$ cat src/rtl/dcache_pkg.sv
// Shared types and field-width helpers for the direct-mapped write-through data cache.
// Field widths are derived from the line and set counts so that the address split can follow any legal geometry.
package dcache_pkg;

    localparam int DC_DATA_WIDTH     = 32;
    localparam int DC_ADDRESS_WIDTH  = 32;
    localparam int DC_SETS           = 16;
    localparam int DC_WORDS_PER_LINE = 4;

    function automatic int offset_w(input int words_per_line);
        return $clog2(words_per_line);
    endfunction

    function automatic int index_w(input int sets);
        return $clog2(sets);
    endfunction

    function automatic int tag_w(input int address_width, input int sets, input int words_per_line);
        return address_width - index_w(sets) - offset_w(words_per_line) - 2;
    endfunction

    localparam int OFFSET_W = offset_w(DC_WORDS_PER_LINE);
    localparam int INDEX_W  = index_w(DC_SETS);
    localparam int TAG_W    = tag_w(DC_ADDRESS_WIDTH, DC_SETS, DC_WORDS_PER_LINE);

    typedef enum logic [2:0] {
        S_IDLE,
        S_FILL_REQ,
        S_FILL_WAIT,
        S_WR_REQ,
        S_DONE,
        S_FLUSH
    } state_t;

    typedef struct packed {
        logic [TAG_W-1:0]    tag;
        logic [INDEX_W-1:0]  index;
        logic [OFFSET_W-1:0] offset;
        logic [1:0]          byte_off;
    } addr_split_t;

endpackage

$ cat src/rtl/dcache_array.sv
// Valid/tag/data storage: async-reset valid bits, combinational read, one word write,
// one line-validate and one single-set invalidate port (invalidate and validate never target the same cycle).
module dcache_array
    import dcache_pkg::*;
#(
    parameter int DATA_WIDTH     = 32,
    parameter int SETS           = 16,
    parameter int WORDS_PER_LINE = 4,
    parameter int TAG_BITS       = 24,
    parameter int IDX_BITS       = index_w(SETS),
    parameter int OFF_BITS       = offset_w(WORDS_PER_LINE)
) (
    input  logic                  clk,
    input  logic                  rst,
    input  logic [IDX_BITS-1:0]   i_rd_index,
    input  logic [OFF_BITS-1:0]   i_rd_offset,
    output logic                  o_rd_valid,
    output logic [TAG_BITS-1:0]   o_rd_tag,
    output logic [DATA_WIDTH-1:0] o_rd_data,
    input  logic                  i_wr_en,
    input  logic [IDX_BITS-1:0]   i_wr_index,
    input  logic [OFF_BITS-1:0]   i_wr_offset,
    input  logic [DATA_WIDTH-1:0] i_wr_data,
    input  logic                  i_val_en,
    input  logic [IDX_BITS-1:0]   i_val_index,
    input  logic [TAG_BITS-1:0]   i_val_tag,
    input  logic                  i_inv_en,
    input  logic [IDX_BITS-1:0]   i_inv_index
);

    logic [SETS-1:0]       r_valid;
    logic [TAG_BITS-1:0]   r_tag  [SETS];
    logic [DATA_WIDTH-1:0] r_data [SETS][WORDS_PER_LINE];

    always_ff @(posedge clk or negedge rst) begin
        if (!rst) begin
            r_valid <= '0;
        end else begin
            if (i_inv_en) r_valid[i_inv_index] <= 1'b0;
            if (i_val_en) r_valid[i_val_index] <= 1'b1;
        end
    end

    // Tag and data carry no reset: a line is only ever consulted through its valid bit.
    always_ff @(posedge clk) begin
        if (i_val_en) r_tag[i_val_index] <= i_val_tag;
        if (i_wr_en)  r_data[i_wr_index][i_wr_offset] <= i_wr_data;
    end

    assign o_rd_valid = r_valid[i_rd_index];
    assign o_rd_tag   = r_tag[i_rd_index];
    assign o_rd_data  = r_data[i_rd_index][i_rd_offset];

endmodule

$ cat src/rtl/dcache.sv
// Direct-mapped write-through no-write-allocate data cache with miss/refill FSM; hits return data with no stall.
// Optional DCACHE_STATS_EN adds saturating load hit/miss counters.
module dcache
    import dcache_pkg::*;
#(
    parameter int DATA_WIDTH     = DC_DATA_WIDTH,
    parameter int ADDRESS_WIDTH  = DC_ADDRESS_WIDTH,
    parameter int SETS           = DC_SETS,
    parameter int WORDS_PER_LINE = DC_WORDS_PER_LINE
) (
    input  logic                     clk,
    input  logic                     rst,
    input  logic                     cpu_req,
    input  logic                     cpu_we,
    input  logic [ADDRESS_WIDTH-1:0] cpu_addr,
    input  logic [DATA_WIDTH-1:0]    cpu_wdata,
    output logic [DATA_WIDTH-1:0]    cpu_rdata,
    output logic                     cpu_stall,
    input  logic                     flush,
    output logic                     mem_req,
    output logic                     mem_we,
    output logic [ADDRESS_WIDTH-1:0] mem_addr,
    output logic [DATA_WIDTH-1:0]    mem_wdata,
    input  logic                     mem_ready,
    input  logic                     mem_rvalid,
    input  logic [DATA_WIDTH-1:0]    mem_rdata
`ifdef DCACHE_STATS_EN
    ,
    output logic [31:0]              hit_count,
    output logic [31:0]              miss_count
`endif
);

    localparam int OFF_BITS = offset_w(WORDS_PER_LINE);
    localparam int IDX_BITS = index_w(SETS);
    localparam int TAG_BITS = tag_w(ADDRESS_WIDTH, SETS, WORDS_PER_LINE);

    state_t              r_state, w_state_nxt;
    logic [OFF_BITS-1:0] r_cnt, w_cnt_nxt;
    logic [IDX_BITS-1:0] r_fcnt, w_fcnt_nxt;
    logic                r_pend, w_pend_nxt;

    logic [OFF_BITS-1:0]   w_offset;
    logic [IDX_BITS-1:0]   w_index;
    logic [TAG_BITS-1:0]   w_tag;
    logic                  w_valid, w_hit, w_load_done, w_unused;
    logic [TAG_BITS-1:0]   w_rd_tag;
    logic [DATA_WIDTH-1:0] w_rd_data;
    logic                  w_wr_en, w_val_en, w_inv_en;
    logic [OFF_BITS-1:0]   w_wr_off;
    logic [DATA_WIDTH-1:0] w_wr_dat;
    logic [IDX_BITS-1:0]   w_inv_idx;

    assign w_offset = cpu_addr[OFF_BITS+1:2];
    assign w_index  = cpu_addr[IDX_BITS+OFF_BITS+1:OFF_BITS+2];
    assign w_tag    = cpu_addr[ADDRESS_WIDTH-1:IDX_BITS+OFF_BITS+2];
    assign w_unused = ^cpu_addr[1:0];
    assign w_hit    = w_valid && (w_rd_tag == w_tag);

    dcache_array #(
        .DATA_WIDTH     (DATA_WIDTH),
        .SETS           (SETS),
        .WORDS_PER_LINE (WORDS_PER_LINE),
        .TAG_BITS       (TAG_BITS)
    ) u_array (
        .clk         (clk),
        .rst         (rst),
        .i_rd_index  (w_index),
        .i_rd_offset (w_offset),
        .o_rd_valid  (w_valid),
        .o_rd_tag    (w_rd_tag),
        .o_rd_data   (w_rd_data),
        .i_wr_en     (w_wr_en),
        .i_wr_index  (w_index),
        .i_wr_offset (w_wr_off),
        .i_wr_data   (w_wr_dat),
        .i_val_en    (w_val_en),
        .i_val_index (w_index),
        .i_val_tag   (w_tag),
        .i_inv_en    (w_inv_en),
        .i_inv_index (w_inv_idx)
    );

    always_ff @(posedge clk or negedge rst) begin
        if (!rst) begin
            r_state <= S_IDLE;
            r_cnt   <= '0;
            r_fcnt  <= '0;
            r_pend  <= 1'b0;
        end else begin
            r_state <= w_state_nxt;
            r_cnt   <= w_cnt_nxt;
            r_fcnt  <= w_fcnt_nxt;
            r_pend  <= w_pend_nxt;
        end
    end

    always_comb begin
        w_state_nxt = r_state;
        w_cnt_nxt   = r_cnt;
        w_fcnt_nxt  = r_fcnt;
        w_pend_nxt  = r_pend | (flush && r_state != S_IDLE);
        cpu_stall   = 1'b0;
        w_load_done = 1'b0;
        mem_req     = 1'b0;
        mem_we      = 1'b0;
        mem_addr    = {w_tag, w_index, r_cnt, 2'b00};
        mem_wdata   = cpu_wdata;
        w_wr_en     = 1'b0;
        w_wr_off    = w_offset;
        w_wr_dat    = cpu_wdata;
        w_val_en    = 1'b0;
        w_inv_en    = 1'b0;
        w_inv_idx   = w_index;
        case (r_state)
            S_IDLE: begin
                if (flush) begin
                    cpu_stall   = cpu_req;
                    w_fcnt_nxt  = '0;
                    w_state_nxt = S_FLUSH;
                end else if (cpu_req && cpu_we) begin
                    cpu_stall   = 1'b1;
                    w_state_nxt = S_WR_REQ;
                end else if (cpu_req && !w_hit) begin
                    // Drop the victim now so a partial fill can never be seen as a hit.
                    cpu_stall   = 1'b1;
                    w_cnt_nxt   = '0;
                    w_inv_en    = 1'b1;
                    w_state_nxt = S_FILL_REQ;
                end else begin
                    w_load_done = cpu_req;
                end
            end
            S_FILL_REQ: begin
                cpu_stall = 1'b1;
                mem_req   = 1'b1;
                if (mem_ready) w_state_nxt = S_FILL_WAIT;
            end
            S_FILL_WAIT: begin
                cpu_stall = 1'b1;
                if (mem_rvalid) begin
                    w_wr_en   = 1'b1;
                    w_wr_off  = r_cnt;
                    w_wr_dat  = mem_rdata;
                    w_cnt_nxt = r_cnt + OFF_BITS'(1);
                    if (r_cnt == '1) begin
                        w_val_en    = 1'b1;
                        w_state_nxt = S_DONE;
                    end else begin
                        w_state_nxt = S_FILL_REQ;
                    end
                end
            end
            S_WR_REQ: begin
                cpu_stall = 1'b1;
                mem_req   = 1'b1;
                mem_we    = 1'b1;
                mem_addr  = {cpu_addr[ADDRESS_WIDTH-1:2], 2'b00};
                if (mem_ready) begin
                    w_wr_en     = w_hit;
                    w_state_nxt = S_DONE;
                end
            end
            S_DONE: begin
                w_load_done = cpu_req && !cpu_we;
                if (r_pend || flush) begin
                    w_pend_nxt  = 1'b0;
                    w_fcnt_nxt  = '0;
                    w_state_nxt = S_FLUSH;
                end else begin
                    w_state_nxt = S_IDLE;
                end
            end
            S_FLUSH: begin
                cpu_stall  = 1'b1;
                w_inv_en   = 1'b1;
                w_inv_idx  = r_fcnt;
                w_fcnt_nxt = r_fcnt + IDX_BITS'(1);
                if (r_fcnt == '1) w_state_nxt = S_IDLE;
            end
            default: w_state_nxt = S_IDLE;
        endcase
    end

    assign cpu_rdata = w_load_done ? w_rd_data : '0;

`ifdef DCACHE_STATS_EN
    logic [31:0] r_hit_cnt, r_miss_cnt;

    always_ff @(posedge clk or negedge rst) begin
        if (!rst) begin
            r_hit_cnt  <= '0;
            r_miss_cnt <= '0;
        end else begin
            if (w_load_done && r_state == S_IDLE && r_hit_cnt != '1)  r_hit_cnt  <= r_hit_cnt + 32'd1;
            if (w_load_done && r_state == S_DONE && r_miss_cnt != '1) r_miss_cnt <= r_miss_cnt + 32'd1;
        end
    end

    assign hit_count  = r_hit_cnt;
    assign miss_count = r_miss_cnt;
`endif

endmodule

$ cat config.mk
export PLATFORM = sky130hd
export DESIGN_NAME = dcache
export DESIGN_NICKNAME = d
export VERILOG_FILES = /design/src/rtl/dcache_pkg.sv /design/src/rtl/dcache_array.sv /design/src/rtl/dcache.sv
export SDC_FILE = /design/constraint.sdc
export NUM_CORES = 2
export LEC_CHECK = 0
export ABC_AREA = 1
export CORE_MARGIN = 2
export CORE_UTILIZATION = 35
export DETAILED_ROUTE_END_ITERATION = 10
export MAX_ROUTING_LAYER = met4
export PLACE_DENSITY = 0.55
export SETUP_SLACK_MARGIN = 0.1
export SLEW_MARGIN = 20
export SYNTH_ARGS = -nofsm -noshare
export SYNTH_HDL_FRONTEND = slang
export SYNTH_HIERARCHICAL = 1
export SYNTH_SLANG_ARGS = --single-unit
$ cat constraint.sdc
create_clock -name clk -period 5.2 [get_ports clk]
set_input_delay 1.3 -clock clk [delete_from_list [all_inputs] [get_ports clk]]
set_output_delay 1.3 -clock clk [all_outputs]
set_load 0.1 [all_outputs]
==> metrics.txt <==
Maximum Capacitance Violations=0; YS warnings=6; Final ANT Viol Nets=0; unrepaired setup endpoints after global routing=yes; Syn Area/Cell=12.0 um2; Seq pwr share=0.501; clk slew on worst S/H paths=0.06 ns; hpwl dp=177000 um; Layout area overhead=20.3%; Worst Tran Pin Value=1.06 ns; Tot Pwr=44.9 mW; fin nets=8929; Post-Synthesis Cells=8399; ratio of cells with drive above 1 in the final layout=0.139; global-route wire length before repair=445000 um; die footprint=292000 um2; Setup crit start=cpu_addr[4]; clock skew=0.106 ns; Netlist Area Pre-Place=101000 um2; R2R depth=19; Initial Util=0.351; IO buf count=197; startpoint types=primary input; Synth cell types=40; WP data arrival=4.07 ns; Final WS setup=-0.172 ns; GR Util All Layers=0.211; final setup fails=33; Peak Freq=186 MHz; LEAKAGE=42.7 nW; most frequent cells in the layout=2479 x nand2_1, 2432 x edfxtp_1, 1908 x nand3_1; crit path kind=in -> out; WL per Instance=24.1 um; Layout Utilization=0.422; Overflow after GRT=0; DRC=0; sequential-to-total area share from yosys stat=0.731; num ports=202; initial antenna violation count=12; Synth async-reset ratio=0.0106; Power Density=370 nW/um2; WHS Path Cells=2; # rows=197; Slew Viols, Final=0; r2r startpoint=u_array/r_tag[13][5]; chip height=541 um; final hold vios=0; Sw Ratio=0.248; vias=68200; predominant post-synthesis flop cell=edfxtp_1; Hold Path Class=reg -> reg; Worst Hold Launch=u_array/r_valid[2]; EDFF count, synth=2432; pin count of the biggest net entering global routing=108; TritonCTS buffer count=248; clk_lat worst skew=0.93 ns; Logic pwr share=0.106; Iter 0 DRT Violations=7472; GPL Wtd Cong=0.854; commonest non-fill, non-tap cell in the layout=nand2_1; Sw Pwr=11.1 mW; Clk Tree Root Cell=clkbuf_16; vias in the first global route=64700; CTS tree=yes; Routed WL=309000 um; CTS sink count=2458; required time worst endpoint=3.90 ns; FF+latch count, synth=2458; CP max FO=8; crit end category=output pin; routed vias/inst=5.32; status=finished, violations left; clock buffer depth=4; hold slack=0.505 ns; Clock Power Share=0.393; violated checks=setup timing; Final Cycle Share=1.03; Period minus WS final=5.37 ns; worst vdd ir=0.000429 V; slew margin rel.=0.290; DRT Pass-1 Iters=7; Internal=33.8 mW; Core Box Area=287000 um2; die width=541 um; H-tree depth=4
[metrics by stage]
stage	setup slack [ns]	instances	setup TNS [ns]	area (um2)
after CTS	-0.148	12800	-2.80	121000
after detailed placement	-0.331	12300	-46.56	112000
after floorplan	-0.359	8400	-578.04	101000
after global placement	-0.363	12300	-124.50	112000
after global routing	-0.281	12800	-7.78	121000
final	-0.172	12800	-5.04	121000
[power groups by stage]
stage / clock network [mW] / registers, mW / logic, mW
finish: 17.6 / 22.5 / 4.76
global route: 18.6 / 22.5 / 5.06
CTS: 17.9 / 22.5 / 4.69
detailed placement: 0 / 22.9 / 4.54
global placement: 0 / 22.9 / 4.47
floorplan: 0 / 23.0 / 2.49
[metal layers]
metal  share of wire  GRT usage
met5               0          -
met1            0.42      0.285
met4           0.032     0.0647
met3           0.077     0.0261
met2            0.47      0.332
[repair_timing]
item / in CTS / in global routing
gates resized for setup: 142 / 77
pin swaps: 15 / 52
buffers inserted: 21 / 6
cloned: 19 / 8
hold buffers: 0 / 0
setup endpoints to repair: 33 / 33
[logic make-up after synthesis]
family,count (synthesis),synth area share
AND/OR/NAND/NOR,4810,0.204
buffers and inverters,711,0.0408
XOR/XNOR,8,0.000695
other,1,0.0000372
adder cells (fa/ha/maj),2,0.000248
AO/OA/AOI/OAI,409,0.0233
flip-flops,2458,0.731
[flip-flops by register name (all words and copies together), names as in the netlist]
register / flops
u_array/r_valid: 16
u_array/r_data: 2048
r_state: 3
u_array/r_tag: 384
r_cnt: 2
r_fcnt: 4
r_pend: 1
[critical path, cell delays in order]
cell       delay (ns)
buf_16           0.14
clkinv_16        0.07
buf_16           0.16
buf_6            0.13
nor2_2           0.03
o22ai_2          0.16
o21ai_1          0.08
o21ai_1          0.14
buf_4            0.16
inv_2            0.04
nand2_2          0.04
nand2_1          0.07
nor2_2           0.16
nand3_2          0.11
nor2_4           0.14
nand3_4          0.16
nor2_4           0.16
o21ai_4          0.06
buf_12           0.18
buf_16           0.19
nor2_4           0.15
buf_12           0.18
[Yosys cell counts (5+ instances only)]
cell,count,area [um2]
nand2_1,2521,9460
edfxtp_1,2432,73000
nand3_1,1918,9600
nor2_1,327,1230
o21ai_0,259,1300
buf_2,234,1170
buf_4,113,848
clkbuf_1,101,379
inv_1,98,368
buf_6,94,1060
o22ai_1,62,388
buf_1,58,218
o221ai_1,37,324
nor2_2,33,206
dfrtp_1,26,651
o21ai_1,20,100
o211ai_1,15,113
inv_2,9,33.8
xnor2_1,7,61.3
a21oi_1,5,25.0
o31ai_1,5,37.5
[worst paths after layout]
kind | slack (ns) | end
min in group asynchronous | 0.79 | u_array/r_valid[12]
worst max register to register | 1.29 | u_array/r_data[14][48]
worst min register to register | 0.51 | u_array/r_valid[2]
worst min-delay path | 0.51 | u_array/r_valid[2]
max in group asynchronous | 4.15 | u_array/r_valid[10]
worst max-delay path | -0.17 | cpu_rdata[6]
[layout make-up]
type	instances	area, um2
clock inverters	163	1520
fillers	26400	166000
well taps	3781	4730
repair inverters	4	47.5
flip-flops and latches	2458	73700
diodes	4	10.0
inverters	108	473
clock buffers	290	6380
multi-input cells	5231	24100
repair buffers	773	10300
(Power assumes the default switching activity.)
